===== config.mk =====
export PLATFORM = sky130hd
export DESIGN_NAME = mlp_sample_sequencer_flat
export DESIGN_NICKNAME = d
export VERILOG_FILES = /design/src/rtl/mlp_io_pkg.sv /design/src/rtl/mlp_sample_sequencer_if.sv /design/src/rtl/sat_counter.sv /design/src/rtl/mlp_sample_sequencer.sv /design/src/flat_wrapper.sv
export SDC_FILE = /design/constraint.sdc
export NUM_CORES = 1
export LEC_CHECK = 0
export ABC_AREA = 1
export CELL_PAD_IN_SITES_DETAIL_PLACEMENT = 2
export CELL_PAD_IN_SITES_GLOBAL_PLACEMENT = 2
export CORE_AREA = 2 2 105 107
export CTS_BUF_LIST = sky130_fd_sc_hd__clkbuf_8 sky130_fd_sc_hd__clkbuf_16
export DETAILED_ROUTE_END_ITERATION = 10
export DIE_AREA = 0 0 107 109
export PLACE_DENSITY = 0.83
export SYNTH_ARGS = -nofsm -noshare
export SYNTH_HDL_FRONTEND = slang
export SYNTH_SLANG_ARGS = --single-unit

===== constraint.sdc =====
create_clock -name clk -period 2.97 [get_ports clk]
set_input_delay 0.297 -clock clk [delete_from_list [all_inputs] [get_ports clk]]
set_output_delay 0.297 -clock clk [all_outputs]
set_load 0.05 [all_outputs]

===== src/rtl/mlp_io_pkg.sv =====
// Shared types, default sizes and helpers for the MLP sample sequencer.
package mlp_io_pkg;

  typedef enum logic [1:0] {
    COLLECT = 2'd0,
    SETTLE  = 2'd1,
    EMIT    = 2'd2
  } seq_state_e;

  localparam int unsigned DEF_NUM_FEAT   = 4;
  localparam int unsigned DEF_FEAT_W     = 4;
  localparam int unsigned DEF_CLS_W      = 2;
  localparam int unsigned DEF_SETTLE_CYC = 2;
  localparam int unsigned DEF_CNT_W      = 16;

  // Bits needed to hold the settle down-counter load value SETTLE_CYC-1.
  function automatic int unsigned settle_cnt_w(input int unsigned settle_cyc);
    return (settle_cyc <= 1) ? 1 : $clog2(settle_cyc);
  endfunction

endpackage


===== src/rtl/mlp_sample_sequencer_if.sv =====
// Feature and result valid/ready streams of the sample sequencer.
interface mlp_sample_sequencer_if
  import mlp_io_pkg::*;
#(
  parameter int unsigned FEAT_W = DEF_FEAT_W,
  parameter int unsigned CLS_W  = DEF_CLS_W
) ();

  logic              feat_valid;
  logic              feat_ready;
  logic [FEAT_W-1:0] feat_data;
  logic [CLS_W-1:0]  lbl_data;

  logic              res_valid;
  logic              res_ready;
  logic [CLS_W-1:0]  res_class;
  logic              res_err;

  // Producer of features and consumer of results.
  modport master (
    output feat_valid, feat_data, lbl_data, res_ready,
    input  feat_ready, res_valid, res_class, res_err
  );

  // The sequencer side.
  modport slave (
    input  feat_valid, feat_data, lbl_data, res_ready,
    output feat_ready, res_valid, res_class, res_err
  );

endinterface


===== src/rtl/sat_counter.sv =====
// Saturating up-counter with a dominant synchronous clear.
module sat_counter #(
  parameter int unsigned W = 16
) (
  input  logic         clk,
  input  logic         rst,
  input  logic         clr,
  input  logic         inc,
  output logic [W-1:0] cnt
);

  // Clear beats increment; hold at all-ones once reached.
  always_ff @(posedge clk) begin
    if (rst || clr) begin
      cnt <= '0;
    end else if (inc && (cnt != '1)) begin
      cnt <= cnt + W'(1);
    end
  end

endmodule


===== src/rtl/mlp_sample_sequencer.sv =====
// Packs feature beats into the classifier input, waits for the classifier to settle,
// captures and checks its class, and returns the result with running counters.
module mlp_sample_sequencer
  import mlp_io_pkg::*;
#(
  parameter int unsigned NUM_FEAT   = DEF_NUM_FEAT,
  parameter int unsigned FEAT_W     = DEF_FEAT_W,
  parameter int unsigned CLS_W      = DEF_CLS_W,
  parameter int unsigned SETTLE_CYC = DEF_SETTLE_CYC,
  parameter int unsigned CNT_W      = DEF_CNT_W
) (
  input  logic                       clk,
  input  logic                       rst,
  mlp_sample_sequencer_if.slave      bus,
  output logic [NUM_FEAT*FEAT_W-1:0] cls_inp,
  input  logic [CLS_W-1:0]           cls_out,
  input  logic                       clr_cnt,
  output logic [CNT_W-1:0]           sample_cnt,
  output logic [CNT_W-1:0]           err_cnt
);

  localparam int unsigned IDX_W  = (NUM_FEAT > 1) ? $clog2(NUM_FEAT) : 1;
  localparam int unsigned SCNT_W = settle_cnt_w(SETTLE_CYC);
  localparam logic [IDX_W-1:0]  LAST_IDX    = IDX_W'(NUM_FEAT - 1);
  localparam logic [SCNT_W-1:0] SETTLE_LOAD = SCNT_W'(SETTLE_CYC - 1);

  seq_state_e        state_q;
  logic [IDX_W-1:0]  idx_q;
  logic [SCNT_W-1:0] settle_q;
  logic [CLS_W-1:0]  label_q;

  logic feat_fire;
  logic res_fire;

  assign feat_fire = bus.feat_valid & bus.feat_ready;
  assign res_fire  = bus.res_valid & bus.res_ready;

  // Sequencer FSM; every output it drives is a register.
  always_ff @(posedge clk) begin
    if (rst) begin
      state_q        <= COLLECT;
      idx_q          <= '0;
      settle_q       <= '0;
      label_q        <= '0;
      cls_inp        <= '0;
      bus.feat_ready <= 1'b1;
      bus.res_valid  <= 1'b0;
      bus.res_class  <= '0;
      bus.res_err    <= 1'b0;
    end else begin
      case (state_q)
        COLLECT: begin
          if (feat_fire) begin
            for (int k = 0; k < NUM_FEAT; k++) begin
              if (idx_q == IDX_W'(k)) begin
                cls_inp[k*FEAT_W +: FEAT_W] <= bus.feat_data;
              end
            end
            if (idx_q == LAST_IDX) begin
              label_q        <= bus.lbl_data;
              idx_q          <= '0;
              settle_q       <= SETTLE_LOAD;
              bus.feat_ready <= 1'b0;
              state_q        <= SETTLE;
            end else begin
              idx_q <= idx_q + IDX_W'(1);
            end
          end
        end

        SETTLE: begin
          if (settle_q == '0) begin
            // Out-of-range classes never equal a legal label, so they count as errors.
            bus.res_class <= cls_out;
            bus.res_err   <= (cls_out != label_q);
            bus.res_valid <= 1'b1;
            state_q       <= EMIT;
          end else begin
            settle_q <= settle_q - SCNT_W'(1);
          end
        end

        EMIT: begin
          if (res_fire) begin
            bus.res_valid  <= 1'b0;
            bus.feat_ready <= 1'b1;
            state_q        <= COLLECT;
          end
        end

        default: begin
          state_q        <= COLLECT;
          idx_q          <= '0;
          bus.feat_ready <= 1'b1;
          bus.res_valid  <= 1'b0;
        end
      endcase
    end
  end

  // Results delivered.
  sat_counter #(.W(CNT_W)) u_sample_cnt (
    .clk (clk),
    .rst (rst),
    .clr (clr_cnt),
    .inc (res_fire),
    .cnt (sample_cnt)
  );

  // Results delivered with a class/label mismatch.
  sat_counter #(.W(CNT_W)) u_err_cnt (
    .clk (clk),
    .rst (rst),
    .clr (clr_cnt),
    .inc (res_fire & bus.res_err),
    .cnt (err_cnt)
  );

endmodule

===== src/flat_wrapper.sv =====
// flat-port wrapper written by rule: the top's interface ports become plain ports
module mlp_sample_sequencer_flat import mlp_io_pkg::*;
#(
  parameter int unsigned NUM_FEAT   = DEF_NUM_FEAT,
  parameter int unsigned FEAT_W     = DEF_FEAT_W,
  parameter int unsigned CLS_W      = DEF_CLS_W,
  parameter int unsigned SETTLE_CYC = DEF_SETTLE_CYC,
  parameter int unsigned CNT_W      = DEF_CNT_W
)
  (clk, rst, cls_inp, cls_out, clr_cnt, sample_cnt, err_cnt, bus_feat_valid, bus_feat_data, bus_lbl_data, bus_res_ready, bus_feat_ready, bus_res_valid, bus_res_class, bus_res_err);
  mlp_sample_sequencer_if #(.FEAT_W(FEAT_W), .CLS_W(CLS_W)) bus_i ();
  input  logic clk;
  input  logic rst;
  output logic [NUM_FEAT*FEAT_W-1:0] cls_inp;
  input  logic [CLS_W-1:0] cls_out;
  input  logic clr_cnt;
  output logic [CNT_W-1:0] sample_cnt;
  output logic [CNT_W-1:0] err_cnt;
  input wire logic [$bits(bus_i.feat_valid)-1:0] bus_feat_valid;
  input wire logic [$bits(bus_i.feat_data)-1:0] bus_feat_data;
  input wire logic [$bits(bus_i.lbl_data)-1:0] bus_lbl_data;
  input wire logic [$bits(bus_i.res_ready)-1:0] bus_res_ready;
  output wire logic [$bits(bus_i.feat_ready)-1:0] bus_feat_ready;
  output wire logic [$bits(bus_i.res_valid)-1:0] bus_res_valid;
  output wire logic [$bits(bus_i.res_class)-1:0] bus_res_class;
  output wire logic [$bits(bus_i.res_err)-1:0] bus_res_err;
  assign bus_i.feat_valid = bus_feat_valid;
  assign bus_i.feat_data = bus_feat_data;
  assign bus_i.lbl_data = bus_lbl_data;
  assign bus_i.res_ready = bus_res_ready;
  assign bus_feat_ready = bus_i.feat_ready;
  assign bus_res_valid = bus_i.res_valid;
  assign bus_res_class = bus_i.res_class;
  assign bus_res_err = bus_i.res_err;
  mlp_sample_sequencer #(.NUM_FEAT(NUM_FEAT), .FEAT_W(FEAT_W), .CLS_W(CLS_W), .SETTLE_CYC(SETTLE_CYC), .CNT_W(CNT_W)) u_core (.clk(clk), .rst(rst), .bus(bus_i), .cls_inp(cls_inp), .cls_out(cls_out), .clr_cnt(clr_cnt), .sample_cnt(sample_cnt), .err_cnt(err_cnt));
endmodule

======== Yosys cells after proc, flatten, opt, wreduce, memory -nomap -nowiden ========
Index checks and enable logic that the tools add are counted.
storage, ports and cells
  bits in registers ....................... 60
  input bits .............................. 13
  logic and storage cells ................. 73
operators by class
  add/subtract/negate cells ............... 4
  reduce and logical (&&, ||, !) cells .... 17
  equality and inequality tests ........... 12
  bitwise operators ....................... 7
  mux-type cells .......................... 19
operators by type and width
  kind                                                    count
  adder 16 x 1 -> 16 bit (second input constant)          2
  inequality test 16 bit (second input constant)          2
  AND reduction 3 bit                                     6
  2-to-1 mux 2 bit                                        6
  2-to-1 mux 1 bit                                        8
  AND reduction 4 bit                                     2
  equality test 2 bit (second input constant)             3
  inequality test 2 x 1 -> 1 bit (second input constant)  3
  case mux 1 bit (3 select lines)                         2
  case mux 2 bit (3 select lines)                         1
  equality test 2 x 1 -> 1 bit (second input constant)    2
  logical NOT 2 bit                                       2
  NOT 1 bit                                               4
  case mux 2 bit (2 select lines)                         1
  AND reduction 2 bit                                     2
  AND 1 bit                                               3
  adder 2 x 1 -> 2 bit (second input constant)            1
  logical AND 1 bit                                       2
  inequality test 2 bit                                   1
  inequality test 2 bit (second input constant)           1
  case mux 1 bit (2 select lines)                         1
  nonzero test 2 bit                                      1
  OR reduction 2 bit                                      1
  logical OR 1 bit                                        1
  subtractor 1 bit (second input constant)                1

======== Longest topological paths before layout ========
Gate-level depths: netlist (run 1).
  depth in word-level cells ............... 4
  mapped depth ............................ 10
  gate-level depth less buffers ........... 10

======== Cells and area by module ========
A second synthesis (run 1) with hierarchy kept.
second synthesis, totals
  cell total of the unflattened synthesis .. 472
  area, all modules ....................... 3,193.1 sq um
modules (own cells, without submodules)
  module                             area each (sq um)  cells an instance  instances  seq. area each (sq um)
  mlp_sample_sequencer               1,293.7            174                1          560.5
  sat_counter (u_core.u_err_cnt)     950.9              149                1          320.3
  sat_counter (u_core.u_sample_cnt)  948.4              149                1          320.3

======== Worst setup path after synthesis (run 1) ========
OpenSTA, ideal clock, no wires.
  kind .................................... register -> register
  start point ............................. register u_core.u_err_cnt.cnt[0]
  end point ............................... register u_core.u_err_cnt.cnt[3]
  cell stages (with the launch flop) ...... 10
  data required time ...................... 2.853 ns
  path buffers ............................ 1
  data arrival time ....................... 1.708 ns
  clock period less this slack ............ 1.825 ns
  slack ................................... 1.145 ns
  path through ............................ dfxtp_1 > ha_1 > nand3_2 > inv_2 > nand2_2 > inv_2 > nand3_4 > buf_6 > a21oi_1 > nor2_1
on the way
  cells in the longest elaborated chain, start to end .. 2
  elaborated cells between the ends (all ways) .. 3
ends and longest elaborated chain
  what                                                                            line               text
  from (decl)                                                                     sat_counter.sv:9   output logic [W-1:0] cnt
  from (signal assigned)                                                          sat_counter.sv:17  cnt <= cnt + W'(1);
  parallel branches: the longest is 2 deep, another holds adder 16 x 1 -> 16 bit  n/a
Parallel ways; which one is timed is not known.
A chain may end at the register's enable or synchronous reset.

======== Worst setup path after layout (run 1) ========
  start point ............................. register u_core.u_err_cnt.cnt[11]
  end point ............................... output err_cnt[11]
RTL lines
  what       line                text
  to (decl)  flat_wrapper.sv:18  output logic [CNT_W-1:0] err_cnt;
No word-level cell between the ends.

==> key figures, run 1 <==
Global routing
  – Initial antenna violation count: 0
  – Total track usage: 0.183
  – First-pass GRT wire length: 17000 um
  – Vias in the first global route: 3429
  – Global route overflow: 0
  – Largest net degree at the start of global routing: 33

Critical path
  – Worst reg-to-reg path cell count: 6
  – CP arrival: 1.68 ns
  – Top Family by Delay on Critical Path: buffers and inverters
  – Number of cells on the critical path: 1
  – Worst Path Buf+Inv: 1
  – Worst R2R Start: u_core.u_sample_cnt.cnt[0]
  – Worst-path cell chain: clkdlybuf4s50_1
  – Worst path slowest cell: clkdlybuf4s50_1
  – Classification of the worst setup path: reg2out
  – Data required, critical path: 2.67 ns
  – CP endpoint kind: output port
  – Reg2reg setup slack: 1.16 ns
  – Max incr delay on CP: 0.86 ns
  – Critical path peak fanout: 5
  – Worst setup SP type: flop
  – R2r endpoint: u_core.u_sample_cnt.cnt[6]

Placement
  – I/O Buffers: 65
  – Gpl congestion: 0.808
  – Dpl hpwl: 7760 um
  – Placement Cell Area: 3890 um2

Finish
  – ANT cells: 0
  – Most frequent cells in the layout: nor2_1, nand2_1, clkdlybuf4s50_1, dfxtp_1, inv_1
  – Most common cell after layout, fill and taps aside: nor2_1
  – Layout cells sized above 1: 0.0713
  – Final core occ: 0.383
  – Final #Nets: 554
  – Area delta synth->final: 30.8%
  – Finished Cell Area: 4070 um2

Clock tree
  – Post-CTS Hold Buffers: 0
  – Clk_lat worst skew: 0.35 ns
  – H-tree Lvls: 3
  – TritonCTS clock tree: done
  – Clock root buffer: clkbuf_8
  – Clk sinks: 60
  – Cts bufs inserted: 9
  – CTS clk-pin slew, worst paths: 0.06 ns
  – Max clock buf depth: 2
  – CTS resizes: 0
  – Number of post-CTS setup repair buffers: 0

Logic synthesis
  – Mapped cell area: 3110 um2
  – Synth unique cells: 29
  – Syn avg cell area: 6.75 um2
  – Seq/Total Area, Yosys: 0.387
  – Number of synthesis warnings: 0
  – Post-synthesis register bit count: 60
  – Syn nets: 484
  – Post-synthesis cell count: 460

STA
  – Crit path time final: 1.98 ns
  – Max Transition Viols Final: 0
  – Final setup fails: 0
  – Final period util: 0.666
  – Fmax: 505 MHz
  – Final Hold Violating Endpoints: 0
  – RSZ-0062 raised after global routing: false
  – Worst Clk Skew: 0.00932 ns
  – Post-route setup TNS: 0 ns
  – Slew @ Worst Pin: 0.625 ns
  – Slew Limit Headroom: 0.583
  – Hold_ws: 0.486 ns

Routing
  – Via Count: 3222
  – Post-route ant nets: 0
  – Residual DRC count: 0
  – DRT Wirelength: 10100 um
  – Vias per cell: 4.79
  – Detailed Route Iter0 Violations: 90
  – WL/cell: 15.0 um
  – First-pass detailed-route iteration total: 4

Floorplanning
  – Starting Density: 0.293
  – I/O Pins: 66
  – Core Box Area: 10600 um2
  – Die Height: 109 um
  – Die area: 11700 um2
  – Die W: 107 um
  – Row Count: 38

Flow run
  – Max-capacitance violation count: 0

Pwr
  – Power Total: 0.00205 W
  – LEAKAGE: 1.62 nW
  – Worst IR Drop VDD: 0.000265 V
  – Power per cell area: 505 nW/um2

Outcome
  – Status: complete, no violations

Min path
  – Startpoint of the worst hold path: u_core.cls_inp[0]
  – Hold depth: 2
  – Min-Delay Path Class: reg2reg
  – Hold endpoint: u_core.cls_inp[0]
power breakdown:
part | total, W | internal (W) | switching, W
logic | 0.000468 | 0.000150 | 0.000317
clock network | 0.000680 | 0.000359 | 0.000321
registers | 0.000906 | 0.000862 | 0.0000447
logic make-up (layout without fill, tap and decap cells):
group / count (synthesis) / in the layout / share of synthesized area
AO/OA/AOI/OAI: 60 / 60 / 0.0991
XOR/XNOR: 2 / 2 / 0.00564
adder cells (fa/ha/maj): 11 / 11 / 0.0443
buffers and inverters: 59 / 132 / 0.0797
flip-flops: 60 / 60 / 0.387
AND/OR/NAND/NOR: 268 / 268 / 0.385
through the flow:
stage,cells,worst slack [ns]
global placement,659,1.13
detailed placement,659,1.05
global route,673,0.934
floorplan,460,1.14
CTS,673,0.976
finish,673,0.991
final cells by class:
cell class                      instances  area [um2]
Fill cell                            1278        6540
Multi-Input combinational cell        341        1660
Sequential cell                        60        1200
Timing Repair Buffer                   66         658
Inverter                               52         195
Tap cell                              140         175
Clock buffer                           12         165
Clock inverter                          2        10.0
worst max path at each step:
stage | from | slack, ns | endpoint
floorplan | u_core.u_err_cnt.cnt[0] | 1.14 | u_core.u_err_cnt.cnt[3]
global placement | bus_res_ready | 1.13 | u_core.u_sample_cnt.cnt[8]
detailed placement | bus_res_ready | 1.05 | u_core.u_sample_cnt.cnt[14]
CTS | u_core.u_err_cnt.cnt[11] | 0.98 | err_cnt[11]
global route | u_core.u_err_cnt.cnt[11] | 0.93 | err_cnt[11]
finish | u_core.u_err_cnt.cnt[11] | 0.99 | err_cnt[11]
Yosys cell counts:
cell type	number	area share
a31oi_1	1	0.0020
nor3_1	5	0.0081
nand3_4	1	0.0056
a211oi_1	1	0.0024
nand4_1	5	0.010
a21oi_1	24	0.039
inv_2	2	0.0024
buf_6	2	0.0072
clkbuf_8	1	0.0044
nand2_2	5	0.010
clkinv_1	1	0.0012
buf_2	1	0.0016
nand3_1	29	0.047
o22ai_1	1	0.0020
nor2_2	4	0.0081
nor2_4	2	0.0072
ha_1	11	0.044
o21ai_0	32	0.052
xor2_1	2	0.0056
clkbuf_1	3	0.0036
nor2_8	1	0.0064
nand4_4	1	0.0068
nand3b_1	3	0.0072
nand3_2	6	0.019
inv_1	49	0.059
a21boi_0	1	0.0024
nand2_1	90	0.11
dfxtp_1	60	0.39
nor2_1	116	0.14
routing by layer:
metal,part of all wire,global-route usage
met5,0,0
met4,0.014,0.0612
met3,0.021,0.0281
met2,0.49,0.316
met1,0.48,0.235
sequential cells by signal (all words and copies together) (netlist names), 2 cells and up:
| name | cells |
|---|---|
| u_core.state_q | 2 |
| u_core.u_sample_cnt.cnt | 16 |
| u_core.cls_inp | 16 |
| u_core.u_err_cnt.cnt | 16 |
| u_core.label_q | 2 |
| u_core.idx_q | 2 |
| u_core.bus.res_class | 2 |
No activity file was read; power rests on OpenSTA's default activity.
==> inputs of run 2 (changes only) <==
--- a/config.mk
+++ b/config.mk
@@ -8,11 +8,11 @@
 export ABC_AREA = 1
 export CELL_PAD_IN_SITES_DETAIL_PLACEMENT = 2
 export CELL_PAD_IN_SITES_GLOBAL_PLACEMENT = 2
-export CORE_AREA = 2 2 105 107
+export CORE_AREA = 2 2 111 113
 export CTS_BUF_LIST = sky130_fd_sc_hd__clkbuf_8 sky130_fd_sc_hd__clkbuf_16
 export DETAILED_ROUTE_END_ITERATION = 10
-export DIE_AREA = 0 0 107 109
-export PLACE_DENSITY = 0.83
+export DIE_AREA = 0 0 113 115
+export PLACE_DENSITY = 0.75
 export SYNTH_ARGS = -nofsm -noshare
 export SYNTH_HDL_FRONTEND = slang
 export SYNTH_SLANG_ARGS = --single-unit
==> constraint.sdc (replaced) <==
create_clock -name clk -period 1.9 [get_ports clk]
set_input_delay 0.19 -clock clk [delete_from_list [all_inputs] [get_ports clk]]
set_output_delay 0.19 -clock clk [all_outputs]
set_load 0.05 [all_outputs]
==> run 2 against run 1 <==
  * The run now ends with DRC left
  * Critical path depth did not move
  * Clock skew fell by 0.0043 ns
  * Die area rose by 11%
  * Core utilization fell by 2.3 points
  * First-iteration DRC count down 14%
  * Non-clock buffer count up 3
  * Sequential share of layout area decreased by 1.4 points
  * Final cell count up 1.5%
  * Clock power is 150% higher
  * Count of clock-buffer cells in the layout grew 1
  * Critical path type unchanged
  * Critical endpoint is now err_cnt[4]
==> key figures, run 2 (same netlist as run 1, synthesis figures left out) <==
Outcome
  – Status: complete, but fails checks
  – Violations in the final reports: DRC

Clock tree
  – Cts bufs inserted: 9 (unchanged)
  – H-tree Lvls: 3 (unchanged)
  – TritonCTS clock tree: done
  – Clk sinks: 60 (unchanged)
  – Clock root buffer: clkbuf_16
  – CTS clk-pin slew, worst paths: 0.05 ns (about the same)
  – Number of post-CTS setup repair buffers: 0 (unchanged)
  – Clk_lat worst skew: 0.33 ns (-0.02 ns)
  – Max clock buf depth: 2 (unchanged)

Routing
  – WL/cell: 14.7 um (-2.0%)
  – Post-route ant nets: 0 (unchanged)
  – Via Count: 3177 (-1.4%)
  – Vias per cell: 4.65 (-2.8%)
  – Residual DRC count: 2 (+2)
  – First-pass detailed-route iteration total: 9 (+5)
  – Detailed Route Iter0 Violations: 77 (-14%)
  – DRT Wirelength: 10100 um (-0.53%)

Global routing
  – Initial antenna violation count: 0 (unchanged)
  – Total track usage: 0.166 (-0.0179)
  – Largest net degree at the start of global routing: 33 (unchanged)
  – First-pass GRT wire length: 17000 um (+0.45%)
  – Global route overflow: 0 (unchanged)
  – Vias in the first global route: 3402 (-0.79%)

STA
  – Slew Limit Headroom: 0.652 (+0.0687)
  – Slew @ Worst Pin: 0.521 ns (-0.104 ns)
  – Worst Clk Skew: 0.00504 ns (-0.00428 ns)
  – Post-route setup TNS: 0 ns (unchanged)
  – Final setup fails: 0 (unchanged)
  – Max Transition Viols Final: 0 (unchanged)
  – RSZ-0062 raised after global routing: false
  – Hold_ws: 0.471 ns (-0.0150 ns)
  – Crit path time final: 1.83 ns
  – Final period util: 0.962
  – Post-route setup slack: 0.0713 ns (-0.919 ns)
  – Fmax: 547 MHz
  – Final Hold Violating Endpoints: 0 (unchanged)

Finish
  – Layout cells sized above 1: 0.0765 (+0.00520)
  – Area delta synth->final: 37.2%
  – Most common cell after layout, fill and taps aside: nor2_1
  – ANT cells: 0 (unchanged)
  – Top Registers: u_core.cls_inp (16), u_core.u_err_cnt.cnt (16), u_core.u_sample_cnt.cnt (16)
  – Final core occ: 0.361 (-0.0226)
  – Most frequent cells in the layout: nor2_1, nand2_1, clkdlybuf4s50_1, dfxtp_1, inv_1
  – Final #Nets: 557 (+0.54%)

Critical path
  – Max incr delay on CP: 0.85 ns (about the same)
  – Data required, critical path: 1.71 ns (-0.96 ns)
  – CP arrival: 1.64 ns (-0.04 ns)
  – Worst path slowest cell: clkdlybuf4s50_1
  – Critical path peak fanout: 5 (unchanged)
  – Top Family by Delay on Critical Path: buffers and inverters
  – Worst setup SP type: flop
  – Classification of the worst setup path: reg2out
  – Worst-path cell chain: clkdlybuf4s50_1
  – Number of cells on the critical path: 1 (unchanged)
  – Worst Path Buf+Inv: 1 (unchanged)
  – Reg2reg setup slack: 0.26 ns (-0.90 ns)
  – Worst reg-to-reg path cell count: 8 (+2)
  – CP endpoint kind: output port

Placement
  – Gpl congestion: 0.785 (-2.8%)
  – I/O Buffers: 65 (unchanged)
  – Dpl hpwl: 7680 um (-0.99%)
  – Dpl ws: 0.0898 ns (-0.964 ns)

Floorplanning
  – Die Height: 115 um (+5.5%)
  – Starting Density: 0.263 (-0.0300)
  – Die area: 13000 um2 (+11%)
  – I/O Pins: 66 (unchanged)
  – Core Box Area: 11800 um2 (+11%)
  – Row Count: 40 (+5.3%)
  – Die W: 113 um (+5.6%)

Pwr
  – Power per cell area: 902 nW/um2 (+79%)
  – LEAKAGE: 1.74 nW (+7.4%)
  – Worst IR Drop VDD: 0.000543 V (+110%)
  – Power Total: 0.00385 W (+87%)

Flow run
  – Max-capacitance violation count: 0 (unchanged)

Min path
  – Hold depth: 3 (+1)
  – Min-Delay Path Class: in2reg
-- run 2: power by group --
group | internal [W] | switching, W
registers | 0.00135 | 0.0000628
clock network | 0.00114 | 0.000555
logic | 0.000243 | 0.000492
total | 0.00274 | 0.00111
-- run 2: layout make-up --
| cell class | count | area (um2) |
|---|---|---|
| multi-input combinational | 341 | 1660 |
| sequential | 60 | 1200 |
| fill | 1420 | 7550 |
| clock buffer | 13 | 280 |
| clock inverter | 1 | 30.0 |
| tap | 147 | 184 |
| inverter | 52 | 195 |
| timing repair buffer | 69 | 711 |
-- run 2: per-layer routing --
metal | global-route usage | share of wire | vias to the layer above | wire length, um
met4 | 0.0561 | 0.012 | 0 | 120
met5 | 0 | 0 | - | 0
met1 | 0.216 | 0.49 | 1527 | 4900
met2 | 0.270 | 0.47 | 43 | 4740
li1 | - | - | 1599 | -
met3 | 0.0406 | 0.031 | 8 | 311
-- run 2: worst paths after layout --
kind                            from                       to
max          u_core.u_err_cnt.cnt[4]               err_cnt[4]
min                       cls_out[1]  u_core.bus.res_class[1]
max reg2reg        u_core.state_q[0]        u_core.state_q[1]
min reg2reg       u_core.cls_inp[11]       u_core.cls_inp[11]
-- run 2: what timing repair did --
item / CTS / global route
hold buffers: 0 / 0
setup endpoints to repair: 0 / 4
resized for setup: 0 / 3
-- run 2: per-stage QoR --
step                area (um2)  std cells
floorplan                 3110        460
global placement          3950        669
detailed placement        3950        669
CTS                       4260        683
global route              4260        683
finish                    4260        683
==> inputs of run 3 (changes only) <==
--- a/config.mk
+++ b/config.mk
@@ -13,6 +13,7 @@
 export DETAILED_ROUTE_END_ITERATION = 10
 export DIE_AREA = 0 0 113 115
 export PLACE_DENSITY = 0.75
+export SLEW_MARGIN = 20
 export SYNTH_ARGS = -nofsm -noshare
 export SYNTH_HDL_FRONTEND = slang
 export SYNTH_SLANG_ARGS = --single-unit
==> results of run 3 <==
Same layout as run 2: the final DEF is identical, and so are final timing and power.
